<file path="config.mk">
export PLATFORM = sky130hd
export DESIGN_NAME = dense_layer1_mac
export DESIGN_NICKNAME = d
export VERILOG_FILES = /design/src/rtl/dense_pkg.sv /design/src/rtl/mac_unit.sv /design/src/rtl/dense_layer1_mac.sv
export SDC_FILE = /design/constraint.sdc
export NUM_CORES = 1
export LEC_CHECK = 0
export CAP_MARGIN = 20
export CELL_PAD_IN_SITES_DETAIL_PLACEMENT = 0
export CELL_PAD_IN_SITES_GLOBAL_PLACEMENT = 2
export CORE_ASPECT_RATIO = 2
export CORE_MARGIN = 2
export CORE_UTILIZATION = 25
export DETAILED_ROUTE_END_ITERATION = 10
export PLACE_DENSITY = 0.59
export SLEW_MARGIN = 10
export SYNTH_ARGS = -nofsm -noshare
export SYNTH_HDL_FRONTEND = slang
export SYNTH_SLANG_ARGS = --single-unit
</file>
<file path="constraint.sdc">
create_clock -name clk -period 12.14 [get_ports clk]
set_clock_uncertainty 0.1 [all_clocks]
set_input_delay 2.428 -clock clk [delete_from_list [all_inputs] [get_ports clk]]
set_output_delay 2.428 -clock clk [all_outputs]
set_load 0.02 [all_outputs]
</file>
<file path="src/rtl/dense_pkg.sv">
// Shared state encoding, accumulator sizing and flat-bus slice helpers
// for the layer-1 dense compute stage.
package dense_pkg;

  typedef enum logic [1:0] {
    IDLE  = 2'd0,
    MAC   = 2'd1,
    WRITE = 2'd2,
    DONE  = 2'd3
  } state_e;

  // Wide enough for IN_SIZE worst-case products of (-2^(W-1))^2.
  function automatic int acc_width(input int w, input int in_size);
    return 2 * w + $clog2(in_size) + 1;
  endfunction

  function automatic int w_lsb(input int j, input int i, input int in_size, input int w);
    return (j * in_size + i) * w;
  endfunction

  function automatic int y_lsb(input int j, input int acc_w);
    return j * acc_w;
  endfunction

endpackage

</file>
<file path="src/rtl/mac_unit.sv">
// Signed W x W multiplier feeding an ACC_W-wide accumulator with
// synchronous clear and enable.
module mac_unit #(
  parameter int W     = 8,
  parameter int ACC_W = 18
) (
  input  logic                    clk,
  input  logic                    rst,
  input  logic                    clr,
  input  logic                    en,
  input  logic signed [W-1:0]     a,
  input  logic signed [W-1:0]     b,
  output logic signed [ACC_W-1:0] acc
);

  logic signed [2*W-1:0]   prod_s;
  logic signed [ACC_W-1:0] acc_q;
  logic signed [ACC_W-1:0] acc_d;

  // Full-precision product, sign-extended into the accumulator.
  always_comb begin
    prod_s = a * b;
    if (clr) begin
      acc_d = '0;
    end else if (en) begin
      acc_d = acc_q + {{(ACC_W-2*W){prod_s[2*W-1]}}, prod_s};
    end else begin
      acc_d = acc_q;
    end
  end

  // Accumulator register.
  always_ff @(posedge clk or posedge rst) begin
    if (rst) begin
      acc_q <= '0;
    end else begin
      acc_q <= acc_d;
    end
  end

  assign acc = acc_q;

endmodule

</file>
<file path="src/rtl/dense_layer1_mac.sv">
// Layer-1 dense compute stage: serial signed dot products on one MAC.
// Build option DENSE_RELU_EN clamps negative neuron sums to zero.
module dense_layer1_mac
  import dense_pkg::*;
#(
  parameter int IN_SIZE  = 3,
  parameter int OUT_SIZE = 2,
  parameter int W        = 8,
  parameter int ACC_W    = acc_width(W, IN_SIZE)
) (
  input  logic                         clk,
  input  logic                         rst,
  input  logic                         start,
  input  logic                         weights_valid,
  input  logic [IN_SIZE*OUT_SIZE*W-1:0] weights_in,
  input  logic [IN_SIZE*W-1:0]         x_in,
  output logic                         busy,
  output logic [OUT_SIZE*ACC_W-1:0]    y_out,
  output logic                         done
);

  localparam int IW = (IN_SIZE > 1) ? $clog2(IN_SIZE) : 1;
  localparam int JW = (OUT_SIZE > 1) ? $clog2(OUT_SIZE) : 1;

  state_e                          state_q, state_d;
  logic [IW-1:0]                   i_q, i_d;
  logic [JW-1:0]                   j_q, j_d;
  logic [IN_SIZE*OUT_SIZE*W-1:0]   w_q, w_d;
  logic [IN_SIZE*W-1:0]            x_q, x_d;
  logic [OUT_SIZE*ACC_W-1:0]       y_q, y_d;
  logic                            busy_q, done_q;
  logic                            mac_clr_s, mac_en_s, wr_en_s;
  logic signed [W-1:0]             a_s, b_s;
  logic signed [ACC_W-1:0]         mac_acc_s, wr_val_s;

  // Sequencing FSM, counters and operand latches.
  always_comb begin
    state_d   = state_q;
    i_d       = i_q;
    j_d       = j_q;
    w_d       = w_q;
    x_d       = x_q;
    mac_clr_s = 1'b0;
    mac_en_s  = 1'b0;
    wr_en_s   = 1'b0;
    case (state_q)
      IDLE: begin
        if (start && weights_valid) begin
          w_d       = weights_in;
          x_d       = x_in;
          i_d       = '0;
          j_d       = '0;
          mac_clr_s = 1'b1;
          state_d   = MAC;
        end else begin
          state_d = IDLE;
        end
      end
      MAC: begin
        mac_en_s = 1'b1;
        if (i_q == IW'(IN_SIZE - 1)) begin
          i_d     = '0;
          state_d = WRITE;
        end else begin
          i_d = i_q + IW'(1);
        end
      end
      WRITE: begin
        wr_en_s   = 1'b1;
        mac_clr_s = 1'b1;
        i_d       = '0;
        if (j_q == JW'(OUT_SIZE - 1)) begin
          state_d = DONE;
        end else begin
          j_d     = j_q + JW'(1);
          state_d = MAC;
        end
      end
      DONE:    state_d = IDLE;
      default: state_d = IDLE;
    endcase
  end

  // Operand select from the latched weight and input vectors.
  always_comb begin
    a_s = '0;
    b_s = '0;
    for (int j = 0; j < OUT_SIZE; j++) begin
      for (int i = 0; i < IN_SIZE; i++) begin
        a_s = (j_q == JW'(j) && i_q == IW'(i)) ? w_q[w_lsb(j, i, IN_SIZE, W) +: W] : a_s;
      end
    end
    for (int i = 0; i < IN_SIZE; i++) begin
      b_s = (i_q == IW'(i)) ? x_q[i*W +: W] : b_s;
    end
  end

  // Value stored into the current output slot.
  always_comb begin
`ifdef DENSE_RELU_EN
    wr_val_s = mac_acc_s[ACC_W-1] ? '0 : mac_acc_s;
`else
    wr_val_s = mac_acc_s;
`endif
  end

  // Output slot update during WRITE.
  always_comb begin
    y_d = y_q;
    for (int j = 0; j < OUT_SIZE; j++) begin
      if (wr_en_s && j_q == JW'(j)) begin
        y_d[y_lsb(j, ACC_W) +: ACC_W] = wr_val_s;
      end else begin
        y_d[y_lsb(j, ACC_W) +: ACC_W] = y_q[y_lsb(j, ACC_W) +: ACC_W];
      end
    end
  end

  // State, datapath and registered status outputs.
  always_ff @(posedge clk or posedge rst) begin
    if (rst) begin
      state_q <= IDLE;
      i_q     <= '0;
      j_q     <= '0;
      w_q     <= '0;
      x_q     <= '0;
      y_q     <= '0;
      busy_q  <= 1'b0;
      done_q  <= 1'b0;
    end else begin
      state_q <= state_d;
      i_q     <= i_d;
      j_q     <= j_d;
      w_q     <= w_d;
      x_q     <= x_d;
      y_q     <= y_d;
      busy_q  <= (state_d == MAC) || (state_d == WRITE);
      done_q  <= (state_d == DONE);
    end
  end

  mac_unit #(
    .W     (W),
    .ACC_W (ACC_W)
  ) u_mac (
    .clk (clk),
    .rst (rst),
    .clr (mac_clr_s),
    .en  (mac_en_s),
    .a   (a_s),
    .b   (b_s),
    .acc (mac_acc_s)
  );

  assign busy  = busy_q;
  assign done  = done_q;
  assign y_out = y_q;

endmodule

</file>
Word level (Yosys, flattened, before mapping):

Cells that the tools add are included.

* latch bits: 0
* memory bits (read-only): 0
* output and inout bits: 40
* bits in writable memories: 0
* word-level logic and storage cells: 67
* register bits: 136
* memories kept: 0

* div/mod/pow operators: 0
* multipliers: 1
* reductions and logical operators: 18
* magnitude comparators: 0
* add/subtract/negate cells: 3
* shift-type cells: 0
* bitwise operators: 1
* muxes and demuxes: 25
* equality and inequality tests: 9

Operators by type and width (number)
* 8-bit two-way mux: 9
* 19-bit two-way mux: 2
* 19-bit adder: 1
* 8-bit by 8-bit multiplier with 16-bit output: 1
* 2-bit == test (second input constant): 5
* 1-bit logical AND: 9
* 2-bit two-way mux: 4
* 2-bit one-hot mux with 4 select lines: 1
* 2-bit by 1-bit == test with 1-bit output (second input constant): 3
* 1-bit two-way mux: 6
* 2-bit one-hot mux with 3 select lines: 1
* 2-bit AND reduction: 3
* 2-bit zero test: 2
* 1-bit one-hot mux with 2 select lines: 2
* 2-bit nonzero test: 2
* 3-bit nonzero test: 1
* 2-bit by 1-bit adder with 2-bit output (second input constant): 1
* 2-bit != test (second input constant): 1
* 1-bit adder (second input constant): 1
* 1-bit logical OR: 1
* 1-bit inverter: 1

Depth between registers and ports, before layout:

* depth after elaboration: 12
* mapped depth: 32
* mapped depth without buffers: 30

By module:

A second synthesis with hierarchy kept.

* cells, all modules: 811
* area, all modules: 9057.4 µm²

Modules (own cells, without submodules)
* dense_layer1_mac: seq. area each 2927.8 µm², area each 4932.2 µm², times used 1, cells an instance 342
* mac_unit: seq. area each 475.5 µm², area each 4125.2 µm², times used 1, cells an instance 469

Least setup slack after synthesis:

OpenSTA, ideal clock, no wires.

* path kind: register -> register
* start point: register i_q[1]
* end point: register u_mac.acc_q[18] (netlist: u_mac.acc[18])
* stages on the path, launching flop included: 28
* setup slack: 5398 ps
* data required time: 11912 ps
* arrival time: 6514 ps
* path through: dfrtp_1 -> clkbuf_1 -> buf_4 -> mux2i_1 -> o211ai_1 -> o21ai_1 -> or2_1 -> fa_1 -> fa_1 -> inv_1 -> fa_1 -> inv_1 -> fa_1 -> inv_1 -> ha_1 -> a21o_1 -> a2111o_1 -> a41o_1 -> a21oi_1 -> nor2_2 -> ha_1 -> o21a_1 -> o21a_1 -> o21ai_0 -> nand2b_1 -> a211oi_1 -> nand4b_1 -> o211ai_2

* cells in the longest elaborated chain, start to end: 12
* elaborated cells between the ends (all ways): 22
* classes of those cells: add/sub: 1; mul: 1; eq/ne: 2; mux: 11; reduce/logical: 7

RTL lines
* start, declared: line dense_layer1_mac.sv:26 `logic [IW-1:0] i_q, i_d;`
* start signal, assigned: line dense_layer1_mac.sv:132 `i_q <= i_d;`
* 2-bit zero test: line dense_layer1_mac.sv:90, dense_layer1_mac.sv:94
* 1-bit logical AND: line dense_layer1_mac.sv:90 `a_s = (j_q == JW'(j) && i_q == IW'(i)) ? w_q[w_lsb(j, i, IN_SIZE, W) +: W] : a_s;`
* 8-bit two-way mux (6 in series): line dense_layer1_mac.sv:90
* 8-bit by 8-bit multiplier with 16-bit output *: line mac_unit.sv:22 `prod_s = a * b;`
* 19-bit adder *: line mac_unit.sv:26 `acc_d = acc_q + {{(ACC_W-2*W){prod_s[2*W-1]}}, prod_s};`
* 19-bit two-way mux *: line mac_unit.sv:25 `end else if (en) begin`
* 19-bit two-way mux *: line mac_unit.sv:23 `if (clr) begin`
* end signal, assigned: line mac_unit.sv:35 `acc_q <= '0;`
* end signal, assigned: line mac_unit.sv:37 `acc_q <= acc_d;`
* end, declared: line mac_unit.sv:17 `logic signed [ACC_W-1:0] acc_q;`

Mark *: on every way between the ends. The rest lies on a longest branch, timed or not. The select of a mux whose other input is x is not followed.
A chain may end at the register's enable or synchronous reset.

Final worst setup path:

Ends and elaborated chain as after synthesis.

==> impl_metrics.toml <==
[die]
io_pins = 116
die_area_um2 = 37400
die_h_um = 272
die_x_um = 138
rows = 98
start_util_pct = 25.2
core_region_area_um2 = 35600

[global_routing]
grt_max_degree = 73
grt_pass1_wl_um = 36100
grt_util_all_layers_pct = 12.9
grt-ovfl-total = 0
antenna_found_initial = 0
grt_pass1_vias = 6815

[clock_network]
postCtsSetupBuffers = 0
cts_tree = "yes"
cts.sink_count = 136
root_buffer = "clkbuf_16"
clockBufferDepth = 2
cts_made_buffers = 17
cts_hold_buf = 0
h-tree-depth = 4
post_cts_resized = 0
clk-insertion-delay-late_ns = 0.44
path_clk_slew_ns = 0.06

[timing]
hold_viol = 0
slew_viol_final = 0
fin_setup_tns_ns = 0
setup_viol = 0
worst_pin_slew_ns = 1.01
rsz0062_at_grt = "false"
max_slew_margin_pct = 32.7
timing.final.crit_share_pct = 66.9
layout_min_cycle_time_ns = 8.12
fmax_mhz = 123

[placed_design]
dpl.hpwl_um = 17900
routabilityCongestion = 0.746
io_buffers = 115

[synth]
synth_edf_count = 0
synth_top_area_share_pct = 38.0
avgSynthCellArea_um2 = 10.9
synth_cell_types = 55
synthSimpleGateAreaFrac_pct = 8.75
synthMuxAreaShare_pct = 16.4
synth_xor_area_share_pct = 2.64
yosys-top-cells-area = "dfrtp_1 38%, fa_1 13%, mux2_1 11%, ha_1 6.7%, inv_1 4.1%"
syn_area_um2 = 8950
synth_seq_cells = 136
synthArstFlopShare_pct = 100
synth_top_family_by_area = "adder cells"
synth_flop_cell = "dfrtp_1"
synth_compound_area_share_pct = 9.40
yosysTopAreaCell = "dfrtp_1"
yosys_warnings = 0
synth_nets = 998
synthCells = 818
synth_adder_area_share_pct = 19.2
ys_seq_area_share_pct = 38.0

[routing]
dr.first_iter.drc_count = 184
drc = 0
ant_nets = 0
vias = 6238
finalWirelength_um = 22400
vias_per_cell = 4.48
avgRoutedWirePerCell_um = 16.1
drtPass1Iterations = 4

[critical_path]
cp_max_fo = 44
crit_type = "flop to flop"
cp-start-kind = "flop"
reg2reg_depth = 26
worstPathArrival_ns = 8.33
critPathRequiredTime_ns = 12.36
end_kind = "flop"

[cells_and_area]
diodes = 0
drive_gt1_share_pct = 7.33
area_growth_pct = 24.7
fin_nets = 1108

[status]
status = "complete, no violations"

[worst_hold_path]
whs_path_depth = 1
hold_path.class = "flop to flop"

[run]
cap_violations = 0
[cell type report]
class	instances	area, µm²
Multi-Input combinational cell	554	5060
Timing Repair Buffer	120	1190
Tap cell	450	563
Inverter	99	377
Clock buffer	20	447
Sequential cell	136	3400
Clock inverter	12	128
Fill cell	3716	24400
[stage by stage]
| stage | std cells | instance area [µm²] | worst slack (ns) | utilization [%] | hold WS (ns) |
|---|---|---|---|---|---|
| 4_1_cts | 1391 | 11200 | 3.89 | 31.4 | 0.388 |
| 6_report | 1391 | 11200 | 4.02 | 31.4 | 0.382 |
| 3_5_place_dp | 1359 | 10600 | 3.89 | 29.8 | 0.374 |
| 2_1_floorplan | 818 | 8950 | 5.40 | - | 0.353 |
| 3_3_place_gp | 1359 | 10600 | 3.92 | 29.8 | 0.367 |
| 5_1_grt | 1391 | 11200 | 3.47 | 31.4 | 0.402 |
[critical path, cell delays in order (launching register included)]
cell and delay, ns:
dfrtp_2 1.03, nor2b_1 0.40, nand2_1 0.15, o21ai_1 0.07
o21ai_1 0.53, or2_1 0.31, fa_1 0.57, fa_1 0.58
inv_1 0.06, fa_1 0.53, inv_1 0.06, fa_1 0.53
inv_1 0.04, ha_1 0.35, a21o_1 0.21, a2111o_1 0.41
a41o_1 0.24, a21oi_1 0.27, nor2_2 0.12, ha_1 0.37
o21a_1 0.16, o21a_1 0.17, o21ai_0 0.14, nand2b_1 0.12
a211oi_1 0.21, nand4b_1 0.16, o211ai_2 0.10
[per-layer routing]
layer	global-route usage, %	vias to the layer above	share of wire (%)
met5	0	-	0
met4	5.91	0	2.8
met3	2.07	35	2.5
met2	25.4	110	59
met1	12.6	3092	36
li1	-	3001	-
[synthesized netlist by cell type (all sizes together) (15+ instances only)]
cell type    n
a21oi       19
or2         15
nor2        55
nand2       48
mux2       110
inv         99
mux2i       23
fa          56
clkbuf      16
dfrtp      136
ha          48
xnor2       16
o21ai       35
[logic make-up after synthesis]
| logic type | Yosys count |
|---|---|
| fa+ha+maj | 104 |
| xor+xnor | 27 |
| mux | 133 |
| compound gates | 124 |
| flops | 136 |
| buf+inv | 128 |
| simple gates | 166 |
[flip-flops by register name, indices dropped and copies added (netlist names)]
register / flops
j_q: 1
y_out: 38
done: 1
w_q: 48
state_q: 2
x_q: 24
u_mac.acc: 19
i_q: 2
busy: 1
[placed cells by master, fill, tap and decap left out, types with 8 or more instances in the layout]
cell type          n
clkbuf_16         17
o21ai_0           16
mux2i_1           23
nor2_1            53
ha_1              48
mux2_1            88
mux2_2            22
nand2b_1          11
o21ai_1           19
a21o_1            13
o211ai_1           9
nand2_1           48
o22a_1             8
xor2_1            11
fa_1              56
dfrtp_1          135
clkdlybuf4s50_1  115
inv_1             98
a21oi_1           19
xnor2_1           16
nor3_1             9
or2_1             13
[path summary, 6_finish.rpt]
kind                          from             to  slack, ns
min in group asynchronous      rst           done       2.35
setup reg to reg            i_q[1]  u_mac.acc[18]       4.02
hold / removal             x_q[15]        x_q[15]       0.38
hold reg to reg            x_q[15]        x_q[15]       0.38
max in group asynchronous      rst         i_q[1]       8.13
setup / recovery            i_q[1]  u_mac.acc[18]       4.02
Power is left out: the tool's default activity adds up to more than one toggle a clock period on the data nets, which glitch-free logic cannot reach.
